$ cat src/rtl/button_conditioner.sv
`default_nettype none
// ----------------------------------------------------------------------------
// button_conditioner : synchronise, debounce and auto-repeat a 4-way pad + clear
// Rev 1.0
// ----------------------------------------------------------------------------
module button_conditioner #(
  parameter int DEBOUNCE_CYCLES = 250000,
  parameter int REPEAT_DELAY    = 25000000,
  parameter int REPEAT_PERIOD   = 5000000
) (
  input  logic clk,
  input  logic reset_n,
  input  logic raw_up_n,
  input  logic raw_down_n,
  input  logic raw_left_n,
  input  logic raw_right_n,
  input  logic raw_clear_n,
  output logic move_up,
  output logic move_down,
  output logic move_left,
  output logic move_right,
  output logic clear,
  output logic any_held
);

  localparam int CW   = $clog2(DEBOUNCE_CYCLES + 1);
  localparam int TMAX = (REPEAT_DELAY > REPEAT_PERIOD) ? REPEAT_DELAY : REPEAT_PERIOD;
  localparam int TW   = $clog2(TMAX + 1);

  localparam logic [CW-1:0] C_CNT_LAST    = CW'(DEBOUNCE_CYCLES - 1);
  localparam logic [TW-1:0] C_DELAY_LOAD  = TW'(REPEAT_DELAY - 1);
  localparam logic [TW-1:0] C_PERIOD_LOAD = TW'(REPEAT_PERIOD - 1);

  typedef enum logic [1:0] {
    S_IDLE   = 2'd0,
    S_DELAY  = 2'd1,
    S_REPEAT = 2'd2
  } state_t;

  // Channel order: 0 right, 1 left, 2 down, 3 up, 4 clear (opposing pairs differ in bit 0)
  logic [4:0] w_raw_n;
  logic [4:0] w_lvl;
  logic [3:0] w_pulse;
  logic       clear_q;
  logic       any_held_q;

  assign w_raw_n = {raw_clear_n, raw_up_n, raw_down_n, raw_left_n, raw_right_n};

  generate
    for (genvar i = 0; i < 5; i++) begin : g_chan
      logic          sync1_q;
      logic          sync2_q;
      logic          lvl_q;
      logic [CW-1:0] cnt_q;

      always_ff @(posedge clk or negedge reset_n) begin
        if (!reset_n) begin
          sync1_q <= 1'b1;
          sync2_q <= 1'b1;
          lvl_q   <= 1'b0;
          cnt_q   <= '0;
        end else begin
          sync1_q <= w_raw_n[i];
          sync2_q <= sync1_q;
          if (~sync2_q == lvl_q) begin
            cnt_q <= '0;
          end else if (cnt_q == C_CNT_LAST) begin
            lvl_q <= ~lvl_q;
            cnt_q <= '0;
          end else begin
            cnt_q <= cnt_q + CW'(1);
          end
        end
      end

      assign w_lvl[i] = lvl_q;
    end
  endgenerate

  generate
    for (genvar i = 0; i < 4; i++) begin : g_dir
      state_t        state_q;
      logic [TW-1:0] timer_q;
      logic          pulse_q;
      logic          w_opposed;

      // Both sides of an axis pressed: FSMs keep timing, but steps are swallowed
      assign w_opposed = w_lvl[i] & w_lvl[i ^ 1];

      always_ff @(posedge clk or negedge reset_n) begin
        if (!reset_n) begin
          state_q <= S_IDLE;
          timer_q <= '0;
          pulse_q <= 1'b0;
        end else begin
          pulse_q <= 1'b0;
          if (w_lvl[4] || !w_lvl[i]) begin
            state_q <= S_IDLE;
            timer_q <= '0;
          end else begin
            case (state_q)
              S_IDLE: begin
                state_q <= S_DELAY;
                timer_q <= C_DELAY_LOAD;
                pulse_q <= ~w_opposed;
              end
              S_DELAY: begin
                if (timer_q == '0) begin
                  state_q <= S_REPEAT;
                  timer_q <= C_PERIOD_LOAD;
                  pulse_q <= ~w_opposed;
                end else begin
                  timer_q <= timer_q - TW'(1);
                end
              end
              S_REPEAT: begin
                if (timer_q == '0) begin
                  timer_q <= C_PERIOD_LOAD;
                  pulse_q <= ~w_opposed;
                end else begin
                  timer_q <= timer_q - TW'(1);
                end
              end
              default: begin
                state_q <= S_IDLE;
                timer_q <= '0;
              end
            endcase
          end
        end
      end

      assign w_pulse[i] = pulse_q;
    end
  endgenerate

  always_ff @(posedge clk or negedge reset_n) begin
    if (!reset_n) begin
      clear_q    <= 1'b0;
      any_held_q <= 1'b0;
    end else begin
      clear_q    <= w_lvl[4];
      any_held_q <= |w_lvl[3:0];
    end
  end

  assign move_right = w_pulse[0];
  assign move_left  = w_pulse[1];
  assign move_down  = w_pulse[2];
  assign move_up    = w_pulse[3];
  assign clear      = clear_q;
  assign any_held   = any_held_q;

endmodule
`default_nettype wire

$ cat config.mk
export PLATFORM = sky130hd
export DESIGN_NAME = button_conditioner
export DESIGN_NICKNAME = d
export VERILOG_FILES = /design/src/rtl/button_conditioner.sv
export SDC_FILE = /design/constraint.sdc
export NUM_CORES = 1
export LEC_CHECK = 0
export CORE_UTILIZATION = 55
export DETAILED_ROUTE_END_ITERATION = 10
export PLACE_DENSITY = 0.8
export SLEW_MARGIN = 10
export SYNTH_ARGS = -nofsm -noshare
export SYNTH_HDL_FRONTEND = slang
export SYNTH_SLANG_ARGS = --single-unit
$ cat constraint.sdc
create_clock -name clk -period 7.35 [get_ports clk]
set_input_delay 1.1025 -clock clk [delete_from_list [all_inputs] [get_ports clk]]
set_output_delay 1.1025 -clock clk [all_outputs]
set_load 0.05 [all_outputs]
==> results summary <==
The flow ran to the end, and the final reports show no timing, DRC or antenna violations. In the detailed route, the total length drawn on met3 is between 500 and 600 um. The worst path in the final design needs a cycle of around 2.9 ns, including I/O delays and setup. The number of violations reported at the end of detailed-routing iteration 0 is 376. The via count of the routed design is 7388.

The maximum count of clock buffers along a single path is 3. The later-pin clock latency in the skew report came out at 0.52 ns. The worst setup path is of the flop to flop kind. The post-synthesis register bit count came out at approximately 220. The path category of the worst min-delay check is flop to flop. The die area is 20000 um^2.

Port buffering added 12 buffers. Cells with a size suffix above 1 make up 6.88% of the layout. The vertical die dimension came out at roughly 140 um. The first global-routing pass estimated 34000 um of wire. The post-CTS clock slew at the launch and capture registers of the worst setup and hold paths is roughly 0.06 ns. The post-CTS setup repair buffer count came out at 0. The placeable core area is 18800 um^2. The share of async-settable or async-resettable flops after synthesis came out at 100%.

The leakage power of the design is 5.70 nW. The number of warnings reported in the yosys synthesis log came out at 0. The initial cell density of the core is 56.6%. Yosys mapped a number of flops with a built-in enable equal to 0. The total of cells resized after clock tree synthesis came out at 0.

The clock skew is roughly 0.014 ns. Using the TritonRoute via totals, the vias-per-cell ratio works out to 5.47. The setup violation total in the final timing report is 0. The setup slack after layout came out at 4.45 ns.

The setup total negative slack is 0 ns. The count of placed standard cells including taps came out at roughly 1300. The maximum vdd drop came out at 0.000223 V. The tree is rooted in a sky130_fd_sc_hd__clkbuf_16. The initialized floorplan defines 50 standard-cell rows. The initial antenna violation count is 0. For this run, the post-layout net count is approximately 1100. The final non-filler cell total is 1350. The count of unique library cells instantiated by Yosys came out at 47. After global routing the overflow that remains totals 0.

By count the netlist is led by 209 x sky130_fd_sc_hd__dfrtp_1, 183 x sky130_fd_sc_hd__nor2_1, 98 x sky130_fd_sc_hd__xnor2_1, 67 x sky130_fd_sc_hd__xor2_1. In this run the number of H-tree levels came out at 1. The maximum net fanout on the critical path came out at 12. The die boundary width is about 140 um. The total CTS buffers came out at 24. The dominant synthesized flop cell is sky130_fd_sc_hd__dfrtp_1. The congestion estimate from routability-driven global placement came to 0.857. Before antenna repair, the detailed router went through 4 iterations. The clock sink count came out at roughly 220. The number of nets with antenna violations after routing is 0. STA classifies the critical path endpoint as a flop. The worst setup path is launched from a flop. The HPWL after detailed placement is around 12000 um. The total power per unit cell area is just over 200 nW/um^2. The routed wire length per instance came out at 14.2 um. The top cell type by total area after synthesis is sky130_fd_sc_hd__dfrtp_1. The worst slack on hold paths is roughly 0.35 ns. The worst-case setup slack after placement came out at about 4.5 ns. The arrival time of data at the critical path endpoint came out at 3.32 ns. The core utilization of the finished layout is 62.6%. After filler insertion, the fill cell instance count of the layout stands at 1525. During I/O placement, the number of pins put on the boundary was 13. The area fraction of the dominant cell type after synthesis came out at about half. The maximum number of pins on one net before global-route repair came out at 88. In this run the top signal layer used is met4. The cell count after synthesis is 1062. The leading cell type by number of instances after synthesis is sky130_fd_sc_hd__dfrtp_1. Setup repair after global routing left no endpoint under its margin. The routed length on met1 came out at 9090 um. The worst slew margin relative to its limit is 37.7%. The number of inserted diodes came out at 0. The critical path data required time is 7.77 ns. The relative area change from synthesis to final layout came out at 10.5%.

Across the run, the number of max-cap violations was 0. TritonCTS built the clock tree. The number of global-route vias before repair is 7482. The routed length on met2 came out at 9120 um.

The total routing resource utilization after global routing came out at 20.4%. The post-synthesis cell area came out at 10700 um^2. The slew at the pin closest to its max-slew limit came out at 0.934 ns.

After synthesis, flip-flops and latches occupy 51.5% of the total area. The wire length reported by the detailed router came out at 19200 um. The number of hold buffers added after cts is 0.

After synthesis, the cell types taking the most area are sky130_fd_sc_hd__dfrtp_1 49%, sky130_fd_sc_hd__xnor2_1 8.0%, sky130_fd_sc_hd__nor2_1 6.4%. The number of remaining DRC errors came out at 0. The average instance area after synthesis is ~10 um^2. The fmax is 345 MHz.

The final max-slew violation count came out at 0. The final critical path takes up 39.4% of the cycle. Counting every net in the synthesized netlist gives 1102.

The final hold violation count was 0.
cells by family (layout without fill, tap and decap cells):
group	Yosys count	in the layout	synth area share (%)
mux	8	8	0.751
fa+ha+maj	33	33	3.87
xor+xnor	165	165	13.6
compound gates	97	97	5.47
simple gates	483	483	22.7
flops	219	219	51.5
buf+inv	57	85	2.16
per-stage QoR:
stage	cell area (um^2)	total power (W)
3_3_place_gp	11000	0.00130
2_1_floorplan	10700	0.00126
4_1_cts	11800	0.00248
6_report	11800	0.00245
3_5_place_dp	11000	0.00130
5_1_grt	11800	0.00253
metal layers:
metal / track usage, % / vias to the layer above
li1: - / 3665
met1: 27.3 / 3607
met2: 34.7 / 83
met3: 3.19 / 33
met4: 5.32 / 0
met5: 0 / -
where the power goes:
group / switching (W) / internal (W) / total (W)
Combinational: 0.0000358 / 0.0000114 / 0.0000471
Clock: 0.000486 / 0.000691 / 0.00118
Sequential: 0.00000871 / 0.00122 / 0.00123
cells in the final DEF, fill, tap and decap left out, drive strengths merged, types with 11 or more instances in the layout:
cell | synthesis | layout
xor2 | 67 | 67
nor2 | 184 | 184
ha | 33 | 33
nor4 | 37 | 37
nand3 | 54 | 54
inv | 27 | 27
and3 | 20 | 20
or3 | 11 | 11
nor3 | 34 | 34
nand4 | 19 | 19
nand2 | 59 | 59
o21ai | 68 | 68
dfrtp | 209 | 209
xnor2 | 98 | 98
or4 | 16 | 16
clkbuf | 23 | 34
clkdlybuf4s50 | 0 | 11
flip-flops by register name, indices dropped and copies added, names as in the netlist:
register,cells
any_held,1
clear,1
g_chan.cnt_q,90
g_chan.lvl_q,5
g_chan.sync1_q,5
g_chan.sync2_q,5
g_dir.state_q,8
g_dir.timer_q,100
move_down,1
move_left,1
move_right,1
move_up,1
final cells by class:
cell class | instances | area [um^2] | share of cell area, %
Clock buffer | 34 | 688 | 5.84
Clock inverter | 10 | 96.3 | 0.817
Inverter | 27 | 101 | 0.860
Multi-Input combinational cell | 786 | 4940 | 41.9
Sequential cell | 219 | 5490 | 46.6
Tap cell | 260 | 325 | 2.76
Timing Repair Buffer | 14 | 140 | 1.19
worst max-delay path: stages (launching register included):
cell and delay [ns]:
sky130_fd_sc_hd__dfrtp_1 0.39, sky130_fd_sc_hd__inv_1 0.07, sky130_fd_sc_hd__ha_1 0.19, sky130_fd_sc_hd__or4b_1 0.56, sky130_fd_sc_hd__or4_4 0.51, sky130_fd_sc_hd__or4_4 0.52, sky130_fd_sc_hd__o21a_1 0.41, sky130_fd_sc_hd__o21ai_0 0.17
worst paths after layout:
path                                     start                   end  slack (ns)  depth (start not counted)
max in group asynchronous              reset_n  g_dir[2].timer_q[14]        5.41                          2
min in group asynchronous              reset_n   g_chan[4].cnt_q[14]        0.57                          1
setup / recovery           g_dir[3].timer_q[0]   g_dir[3].timer_q[0]        4.45                          7
hold / removal               g_chan[1].sync1_q     g_chan[1].sync2_q        0.35                          0
setup reg to reg           g_dir[3].timer_q[0]   g_dir[3].timer_q[0]        4.45                          7
hold reg to reg              g_chan[1].sync1_q     g_chan[1].sync2_q        0.35                          0
No activity file was read; power rests on OpenSTA's default activity.
